==> src/rtl/adder_arbiter.sv <==
// adder_arbiter: N_REQ requesters share one WIDTH-bit adder through a
// round-robin arbiter; a single result buffer drives a valid/ready response.
//
// Ports:
//   clk        rising-edge clock
//   reset      synchronous active-high reset
//   req_valid  per-requester request valid                 [N_REQ]
//   req_a      packed operand A, requester i at [i*WIDTH +: WIDTH]
//   req_b      packed operand B, packed the same way
//   req_ready  one-hot grant, combinational                [N_REQ]
//   rsp_valid  result buffer holds a valid sum
//   rsp_ready  consumer accepts the result this cycle
//   rsp_sum    registered A+B mod 2^WIDTH
//   rsp_id     index of the requester that owns rsp_sum   [2]
//   rsp_ovf    registered signed overflow (only with ADDER_ARB_OVF_EN)
//
// Optional feature macro: ADDER_ARB_OVF_EN adds the rsp_ovf output.
module adder_arbiter #(
    parameter int unsigned WIDTH = 32,
    parameter int unsigned N_REQ = 3
) (
    input  logic                   clk,
    input  logic                   reset,
    input  logic [N_REQ-1:0]       req_valid,
    input  logic [N_REQ*WIDTH-1:0] req_a,
    input  logic [N_REQ*WIDTH-1:0] req_b,
    output logic [N_REQ-1:0]       req_ready,
    output logic                   rsp_valid,
    input  logic                   rsp_ready,
    output logic [WIDTH-1:0]       rsp_sum,
    output logic [1:0]             rsp_id
`ifdef ADDER_ARB_OVF_EN
    ,
    output logic                   rsp_ovf
`endif
);

    // Requester index space is padded to 4 so a 2-bit index never leaves range.
    localparam int unsigned MAX_REQ = 4;

    typedef enum logic {
        EMPTY = 1'b0,
        FULL  = 1'b1
    } state_t;

    state_t           state_q, state_d;
    logic [1:0]       rr_ptr_q, rr_ptr_d;
    logic [WIDTH-1:0] sum_q;
    logic [1:0]       id_q;

    logic [MAX_REQ-1:0] valid_pad;
    logic [WIDTH-1:0]   a_arr [MAX_REQ];
    logic [WIDTH-1:0]   b_arr [MAX_REQ];

    logic             found;
    logic [1:0]       gnt_idx;
    logic [2:0]       cand;
    logic [2:0]       ptr_inc;
    logic             accept;
    logic             handshake;
    logic [WIDTH-1:0] op_a, op_b, sum_c;

    // Unpack per-requester operands; unused slots read as idle zeros.
    for (genvar i = 0; i < MAX_REQ; i++) begin : g_lane
        if (i < N_REQ) begin : g_used
            assign valid_pad[i] = req_valid[i];
            assign a_arr[i]     = req_a[i*WIDTH +: WIDTH];
            assign b_arr[i]     = req_b[i*WIDTH +: WIDTH];
        end else begin : g_pad
            assign valid_pad[i] = 1'b0;
            assign a_arr[i]     = '0;
            assign b_arr[i]     = '0;
        end
    end

    // Round-robin search: first valid requester at or cyclically above rr_ptr.
    always_comb begin
        found   = 1'b0;
        gnt_idx = '0;
        cand    = '0;
        for (int unsigned k = 0; k < N_REQ; k++) begin
            cand = 3'(rr_ptr_q) + 3'(k);
            if (cand >= 3'(N_REQ)) begin
                cand = cand - 3'(N_REQ);
            end
            if (!found && valid_pad[cand[1:0]]) begin
                found   = 1'b1;
                gnt_idx = cand[1:0];
            end
        end
    end

    // Grant is suppressed during reset so nothing is handed off into a flush.
    always_comb begin
        req_ready = '0;
        accept    = (state_q == EMPTY) || rsp_ready;
        handshake = !reset && accept && found;
        for (int unsigned i = 0; i < N_REQ; i++) begin
            req_ready[i] = handshake && (gnt_idx == 2'(i));
        end
    end

    // The single shared adder, fed by the granted requester's operands.
    always_comb begin
        op_a  = a_arr[gnt_idx];
        op_b  = b_arr[gnt_idx];
        sum_c = op_a + op_b;
    end

    // Next state and round-robin pointer.
    always_comb begin
        state_d  = state_q;
        rr_ptr_d = rr_ptr_q;
        ptr_inc  = '0;
        if (state_q == EMPTY) begin
            if (handshake) begin
                state_d = FULL;
            end
        end else begin
            if (rsp_ready && !handshake) begin
                state_d = EMPTY;
            end
        end
        if (handshake) begin
            ptr_inc = 3'(gnt_idx) + 3'd1;
            if (ptr_inc == 3'(N_REQ)) begin
                ptr_inc = '0;
            end
            rr_ptr_d = ptr_inc[1:0];
        end
    end

    always_ff @(posedge clk) begin
        if (reset) begin
            state_q  <= EMPTY;
            rr_ptr_q <= '0;
            sum_q    <= '0;
            id_q     <= '0;
        end else begin
            state_q  <= state_d;
            rr_ptr_q <= rr_ptr_d;
            if (handshake) begin
                sum_q <= sum_c;
                id_q  <= gnt_idx;
            end
        end
    end

    assign rsp_valid = (state_q == FULL);
    assign rsp_sum   = sum_q;
    assign rsp_id    = id_q;

`ifdef ADDER_ARB_OVF_EN
    logic ovf_q;
    logic ovf_c;

    // Signed overflow: like-signed operands producing an opposite-signed sum.
    assign ovf_c = (op_a[WIDTH-1] == op_b[WIDTH-1]) && (sum_c[WIDTH-1] != op_a[WIDTH-1]);

    always_ff @(posedge clk) begin
        if (reset) begin
            ovf_q <= 1'b0;
        end else if (handshake) begin
            ovf_q <= ovf_c;
        end
    end

    assign rsp_ovf = ovf_q;
`endif

endmodule

==> config.mk <==
export PLATFORM = sky130hd
export DESIGN_NAME = adder_arbiter
export DESIGN_NICKNAME = d
export VERILOG_FILES = /design/src/rtl/adder_arbiter.sv
export SDC_FILE = /design/constraint.sdc
export NUM_CORES = 1
export LEC_CHECK = 0
export CORE_MARGIN = 5
export CORE_UTILIZATION = 37
export DETAILED_ROUTE_END_ITERATION = 10
export PLACE_DENSITY = 0.87
export SYNTH_ARGS = -nofsm -noshare
export SYNTH_HDL_FRONTEND = slang
export SYNTH_SLANG_ARGS = --single-unit
==> constraint.sdc <==
create_clock -name clk -period 4.5 [get_ports clk]
set_input_delay 0.45 -clock clk [delete_from_list [all_inputs] [get_ports clk]]
set_output_delay 0.45 -clock clk [all_outputs]
set_load 0.05 [all_outputs]
==> results.sh, run 1 <==
export IMPL_clock_slew_at_reported_path_ffs_ns=0.06
export IMPL_post_synth_instance_area_um2=4390
export IMPL_routed_length_per_instance_um=16.9
export IMPL_drive_gt1_share_pct=16.5
export IMPL_violations="setup timing"
export IMPL_dpl_cell_count=1011
export IMPL_min_delay_path_class="reg -> reg"
export IMPL_cpMaxStageDelayCell="or4_4"
export IMPL_slew_viol_final=0
export IMPL_antenna_violating_nets_post_route=0
export IMPL_drv_cap=0
export IMPL_grt_start_max_net_pins=40
export IMPL_final_period_minus_worst_setup_slack_ns=4.54
export IMPL_synth_area_per_cell_um2=7.41
export IMPL_peak_usage_layer_in_the_global_routing_report="met2"
export IMPL_synth_cells=592
export IMPL_antenna_cells_inserted=0
export IMPL_grt_met1_usage_pct=24.5
export IMPL_final_setup_viol_count=2
export IMPL_yosysWarningCount=0
export IMPL_synth_area_leader_cell="dfxtp_1"
export IMPL_grt_overflow_total=0
export IMPL_via_count_of_the_first_global_routing_pass=5493
export IMPL_clock_root_buffer="clkbuf_16"
export IMPL_critical_path_max_stage_delay_ns=0.52
export IMPL_clockBufferDepth=2
export IMPL_post_synth_top_count_cell="o21ai_0"
export IMPL_fmax_mhz=220
export IMPL_final_period_utilization_pct=101
export IMPL_place_ws_ns=-0.254
export IMPL_cp_endpoint="rsp_sum[25]"
export IMPL_worst_pin_slew_ns=0.580
export IMPL_io_pin_count=236
export IMPL_r2r_setup_slack_ns=-0.04
export IMPL_clock_sink_count=37
export IMPL_drc=0
export IMPL_timing_hold_violations_final=0
export IMPL_synth_nets=826
export IMPL_critPathBufInv=6
export IMPL_cts_buffers=5
export IMPL_timing_reg2reg_worst_path_depth=20
export IMPL_dr_first_iter_drc_count=343
export IMPL_holdWs_ns=0.456
export IMPL_synth_async_reset_ratio_pct=0
export IMPL_chipWidth_um=119
export IMPL_drt_first_pass_iters=7
export IMPL_grt_util_met3_pct=4.79
export IMPL_num_vias=5609
export IMPL_ys_top_cells_by_area="dfxtp_1 (17%), mux2i_1 (16%), o21ai_0 (11%), ha_1 (10%), nand2_1 (7.0%)"
export IMPL_status="finished with violations"
export IMPL_dieHeight_um=119
export IMPL_clock_insertion_delay_worst_skew_ns=0.28
export IMPL_core_rowCount=39
export IMPL_area_growth_synth_to_finish_pct=82.5
export IMPL_timing_clock_skew_ns=0.00370
export IMPL_worst_ep_required_time_ns=4.73
export IMPL_global_route_track_usage_on_met2_pct=42.1
export IMPL_grt_setup_unrepaired="true"
export IMPL_track_usage_pct=22.0
export IMPL_critical_path_reg2reg_endpoint="rsp_sum[25]"
export IMPL_finalWeightedCongestion=0.877
export IMPL_max_fo_critical_path=7
export IMPL_cp_cell_sequence="inv_2 -> ha_4 -> mux2_4 -> mux2_4 -> a311oi_4 -> nor2_4 -> buf_12 -> clkbuf_16 -> buf_8 -> buf_6 -> mux2i_1 -> o21ai_1 -> ha_1 -> nand4_1 -> or4_4 -> o21ai_4 -> buf_6 -> a21oi_4 -> or3_1 -> nand3_1"
export IMPL_seq_area_frac_synth_pct=16.9
export IMPL_cp_startpoint="rr_ptr_q[0]"
export IMPL_kind_of_cell_with_the_highest_combined_delay_on_the_critical_path="simple AND/OR/NAND/NOR gates"
export IMPL_critPathCaptureType="flip-flop"
export IMPL_antenna_violations_before_repair=0
export IMPL_startpoint_type="flip-flop"
export IMPL_cts_htree_levels=2
export IMPL_finalWirelength_mm=17.5
export IMPL_num_nets_final=1128
export IMPL_cellPowerDensity_nw_per_um2=622
export IMPL_postSynth_topFlopCell="dfxtp_1"
export IMPL_crit_reg2reg_launch="rr_ptr_q[0]"
export IMPL_vias_per_cell=5.40
export IMPL_leakage_nw=3.34
export IMPL_netlist_cell_type_count=60
export IMPL_start_util_pct=38.1
export IMPL_worst_endpoint_arrival_ns=4.76
export IMPL_slew_headroom_pct=61.2
export IMPL_timing_final_ws_setup_ns=-0.0393
export IMPL_placement_io_buffers=235
export IMPL_ctsHoldBuffers=0
export IMPL_crit_cells=20
export IMPL_criticalPathCategory="reg -> reg"
export IMPL_vdd_ir_drop_worst_mv=0.333
export IMPL_synth_edf_count=0
export IMPL_synth_cells_most_frequent="o21ai_0 (93), nand2_1 (82), mux2i_1 (69), dfxtp_1 (37)"
export IMPL_synth_ff_latch_count=37
export IMPL_global_route_wire_length_before_repair_mm=26.3
export IMPL_synth_top_area_share_pct=16.9
export IMPL_tritoncts_clock_tree="built"
export IMPL_core_area_um2=11500
export IMPL_die_area_um2=14100
export IMPL_filler_free_cell_count_of_the_finished_design=1038
export IMPL_place_detailed_hpwl_mm=13.7
## how the worst min path moves through the flow
| stage | start | to | slack (ns) | cells after the start |
|---|---|---|---|---|
| after detailed placement | rsp_sum[0] | rsp_sum[0] | 0.45 | 2 |
| after global placement | rsp_sum[0] | rsp_sum[0] | 0.44 | 2 |
| after global routing | rsp_sum[0] | rsp_sum[0] | 0.48 | 2 |
| final | rsp_sum[0] | rsp_sum[0] | 0.46 | 2 |
| after floorplan | rr_ptr_q[1] | rr_ptr_q[1] | 0.51 | 2 |
| after CTS | rsp_sum[0] | rsp_sum[0] | 0.45 | 2 |
## tightest hold or removal path: cells and delay by family, from the launching register on
kind / cells / cell delay [ns]
DFF: 1 / 0.31
and+or+nand+nor: 2 / 0.10
## kinds of logic (layout without fill, tap and decap cells)
logic type | after synthesis | count (layout) | synth area share [%]
AO/OA/AOI/OAI | 193 | 193 | 26.7
AND/OR/NAND/NOR | 179 | 180 | 19.5
multiplexers | 71 | 71 | 16.3
buffers and inverters | 48 | 350 | 4.59
flip-flops | 37 | 37 | 16.9
adder cells (fa/ha/maj) | 36 | 36 | 10.4
XOR/XNOR | 28 | 28 | 5.59
## layer usage
layer | share of wire, % | routed length (µm)
met1 | 38 | 6610
met2 | 53 | 9260
met3 | 7.4 | 1290
met4 | 2.0 | 342
met5 | 0 | 0
## state kept, by name, indices dropped and copies added (netlist names)
name       flops
rsp_id         2
rsp_sum       32
rr_ptr_q       2
rsp_valid      1
## per-stage QoR
step	setup TNS [ns]	area, µm²	util (%)	power [mW]
2_1_floorplan	0	4390	-	2.85
3_5_place_dp	-1.95	7410	64.3	4.18
6_report	-0.0769	8010	69.5	4.98
3_3_place_gp	-0.628	7410	64.3	4.10
4_1_cts	-0.0196	7600	66.0	4.62
5_1_grt	-1.47	8010	69.5	5.33
## cell type report
cell class | count | area (µm²)
Clock buffer | 5 | 125
Timing Repair Buffer | 330 | 3220
Inverter | 12 | 45.0
Fill cell | 937 | 3510
Sequential cell | 37 | 743
Tap cell | 143 | 179
Multi-Input combinational cell | 508 | 3640
Clock inverter | 3 | 46.3
## repair_timing
item                                    4_1_cts  5_1_grt
gates cloned                                  0        3
endpoints found under the setup margin        2       19
buffers inserted                              1       15
pin swaps                                     1       28
gates resized for setup                       0       56
## layout by cell type (no fill, tap or decap), drive strengths merged, types with 11 or more instances in the layout
cell,n
nor3,11
nor2,20
mux2i,69
inv,12
dfxtp,37
ha,35
nand3,32
o21ai,100
buf,94
a21oi,36
a21o,15
nand2,82
clkdlybuf4s50,232
xor2,18
## report_power, final
| group | switching [mW] | internal [mW] |
|---|---|---|
| registers | 0.0648 | 0.458 |
| clock network | 0.150 | 0.263 |
| logic | 2.15 | 1.90 |
| total | 2.36 | 2.62 |
No activity file was read; power rests on OpenSTA's default activity.
==> inputs of run 2 (changes only) <==
--- a/config.mk
+++ b/config.mk
@@ -5,7 +5,7 @@
 export SDC_FILE = /design/constraint.sdc
 export NUM_CORES = 1
 export LEC_CHECK = 0
-export CORE_MARGIN = 5
+export CORE_MARGIN = 3
 export CORE_UTILIZATION = 37
 export DETAILED_ROUTE_END_ITERATION = 10
 export PLACE_DENSITY = 0.87
==> results.sh, run 2 (synthesis results as in run 1) <==
export IMPL_drive_gt1_share_pct=15.3
export IMPL_num_vias=5501
export IMPL_kind_of_cell_with_the_highest_combined_delay_on_the_critical_path="compound AO/OA/AOI/OAI gates"
export IMPL_tritoncts_clock_tree="built"
export IMPL_max_fo_critical_path=6
export IMPL_clock_root_buffer="clkbuf_16"
export IMPL_maxUsedRoutingLayer="met5"
export IMPL_most_used_cells_in_the_layout_excluding_fill_and_tap_cells="clkdlybuf4s50_1 (232), buf_4 (86), o21ai_0 (85), nand2_1 (80), mux2i_1 (69)"
export IMPL_cp_cell_sequence="inv_2 -> ha_4 -> mux2_4 -> mux2_4 -> a311oi_4 -> nor2_4 -> buf_12 -> clkbuf_16 -> mux2i_1 -> o21ai_1 -> ha_1 -> nand2_2 -> a32oi_2 -> o31ai_4 -> o311a_4 -> nor4b_4 -> a31o_2 -> nor4b_4 -> nor3_1"
export IMPL_critical_path_max_stage_delay_ns=0.39
export IMPL_dpl_cell_area_um2=7420
export IMPL_setup_total_negative_slack_ns=0
export IMPL_layout_commonest_cell="clkdlybuf4s50_1"
export IMPL_critPathCaptureType="flip-flop"
export IMPL_totalPowerFinal_mw=4.92
export IMPL_cts_buffers=5
export IMPL_start_util_pct=38.1
export IMPL_final_setup_viol_count=0
export IMPL_drt_first_pass_iters=4
export IMPL_antenna_violating_nets_post_route=0
export IMPL_global_route_wire_length_before_repair_mm=24.2
export IMPL_fin_util_pct=68.6
export IMPL_clock_slew_at_reported_path_ffs_ns=0.06
export IMPL_seq_area_um2=746
export IMPL_die_area_um2=13200
export IMPL_num_nets_final=1127
export IMPL_grt_setup_unrepaired="true"
export IMPL_largest_register_ffs=32
export IMPL_core_area_um2=11500
export IMPL_vdd_ir_drop_worst_mv=0.340
export IMPL_ctsHoldBuffers=0
export IMPL_placement_io_buffers=235
export IMPL_io_pin_count=236
export IMPL_vias_per_cell=5.30
export IMPL_status="completed"
export IMPL_clock_sink_count=37
export IMPL_timing_hold_violations_final=0
export IMPL_leakage_nw=3.33
export IMPL_criticalPathCategory="reg -> reg"
export IMPL_met2_layer_wire_length_in_the_routed_design_mm=8.45
export IMPL_fill_cells=941
export IMPL_fmax_mhz=228
export IMPL_chipWidth_um=115
export IMPL_timing_reg2reg_worst_path_depth=19
export IMPL_worst_ep_required_time_ns=4.67
export IMPL_track_usage_pct=22.2
export IMPL_min_delay_path_class="reg -> reg"
export IMPL_multi_input_area_um2=3580
export IMPL_timing_clock_skew_ns=0.00712
export IMPL_route_layer_met1_wl_mm=6.45
export IMPL_finish_instance_area_um2=7910
export IMPL_grt_start_max_net_pins=41
export IMPL_clockBufferDepth=2
export IMPL_cellPowerDensity_nw_per_um2=623
export IMPL_slew_headroom_pct=61.9
export IMPL_via_count_of_the_first_global_routing_pass=5281
export IMPL_critPathBufInv=3
export IMPL_grt_overflow_total=0
export IMPL_worst_endpoint_arrival_ns=4.55
export IMPL_final_period_utilization_pct=97.3
export IMPL_dr_first_iter_drc_count=261
export IMPL_holdWs_ns=0.453
export IMPL_final_period_minus_worst_setup_slack_ns=4.38
export IMPL_area_growth_synth_to_finish_pct=80.2
export IMPL_hold_path_depth=2
export IMPL_worst_pin_slew_ns=0.570
export IMPL_routed_length_per_instance_um=15.8
export IMPL_place_detailed_hpwl_mm=13.1
export IMPL_drc=0
export IMPL_cts_htree_levels=2
export IMPL_dieHeight_um=115
export IMPL_drv_cap=0
export IMPL_clock_insertion_delay_worst_skew_ns=0.29
export IMPL_core_rowCount=39
export IMPL_antenna_violations_before_repair=2
export IMPL_crit_cells=19
export IMPL_cpMaxStageDelayCell="a311oi_4"
export IMPL_finalWirelength_mm=16.4
export IMPL_wl_met3_mm=1.15
export IMPL_slew_viol_final=0
export IMPL_startpoint_type="flip-flop"
export IMPL_finalWeightedCongestion=0.894
## run 2: cell count changes in the layout (fill, tap and decap cells not counted), sizes merged
cell,previous run,this run
diode,0,1
bufinv,1,2
buf,94,93
clkinvlp,1,0
## run 2: final cells by class
cell class,count,area share (%)
repair buffers,329,40.0
clock buffers,5,1.58
inverters,12,0.570
clock inverters,3,0.823
diodes,1,0.0317
flip-flops and latches,37,9.43
well taps,143,2.26
multi-input cells,508,45.3
## run 2: worst min-delay path: stages (launching register included)
cell     delay, ns
dfxtp_1       0.30
nand2_1       0.05
a21oi_1       0.05
## run 2: final timing paths
| check | from | end | slack, ns |
|---|---|---|---|
| min | rsp_id[0] | rsp_id[0] | 0.45 |
| max | rr_ptr_q[0] | rsp_sum[30] | 0.12 |
| min reg2reg | rsp_id[0] | rsp_id[0] | 0.45 |
| max reg2reg | rr_ptr_q[0] | rsp_sum[30] | 0.12 |
## run 2: per-layer routing
layer	GRT usage [%]	up-vias
li1	-	2771
met3	4.16	24
met1	25.5	2484
met5	0	-
met2	41.5	220
met4	6.57	2
## run 2: metrics by stage
stage	worst slack, ns	std cells
finish	0.120	1038
global route	-0.0549	1038
CTS	0.00300	1024
detailed placement	-0.233	1016
global placement	-0.0903	1016
floorplan	0.0236	592
## run 2: report_power, final
group | leakage (nW) | internal [mW] | switching (mW)
Clock | 0.0938 | 0.317 | 0.152
Combinational | 2.93 | 1.85 | 2.08
Sequential | 0.309 | 0.458 | 0.0617
Total | 3.33 | 2.63 | 2.29
## run 2: repair_timing
action | in CTS | in global routing
gates resized for setup | 0 | 38
setup buffers | 0 | 9
endpoints found under the setup margin | 0 | 15
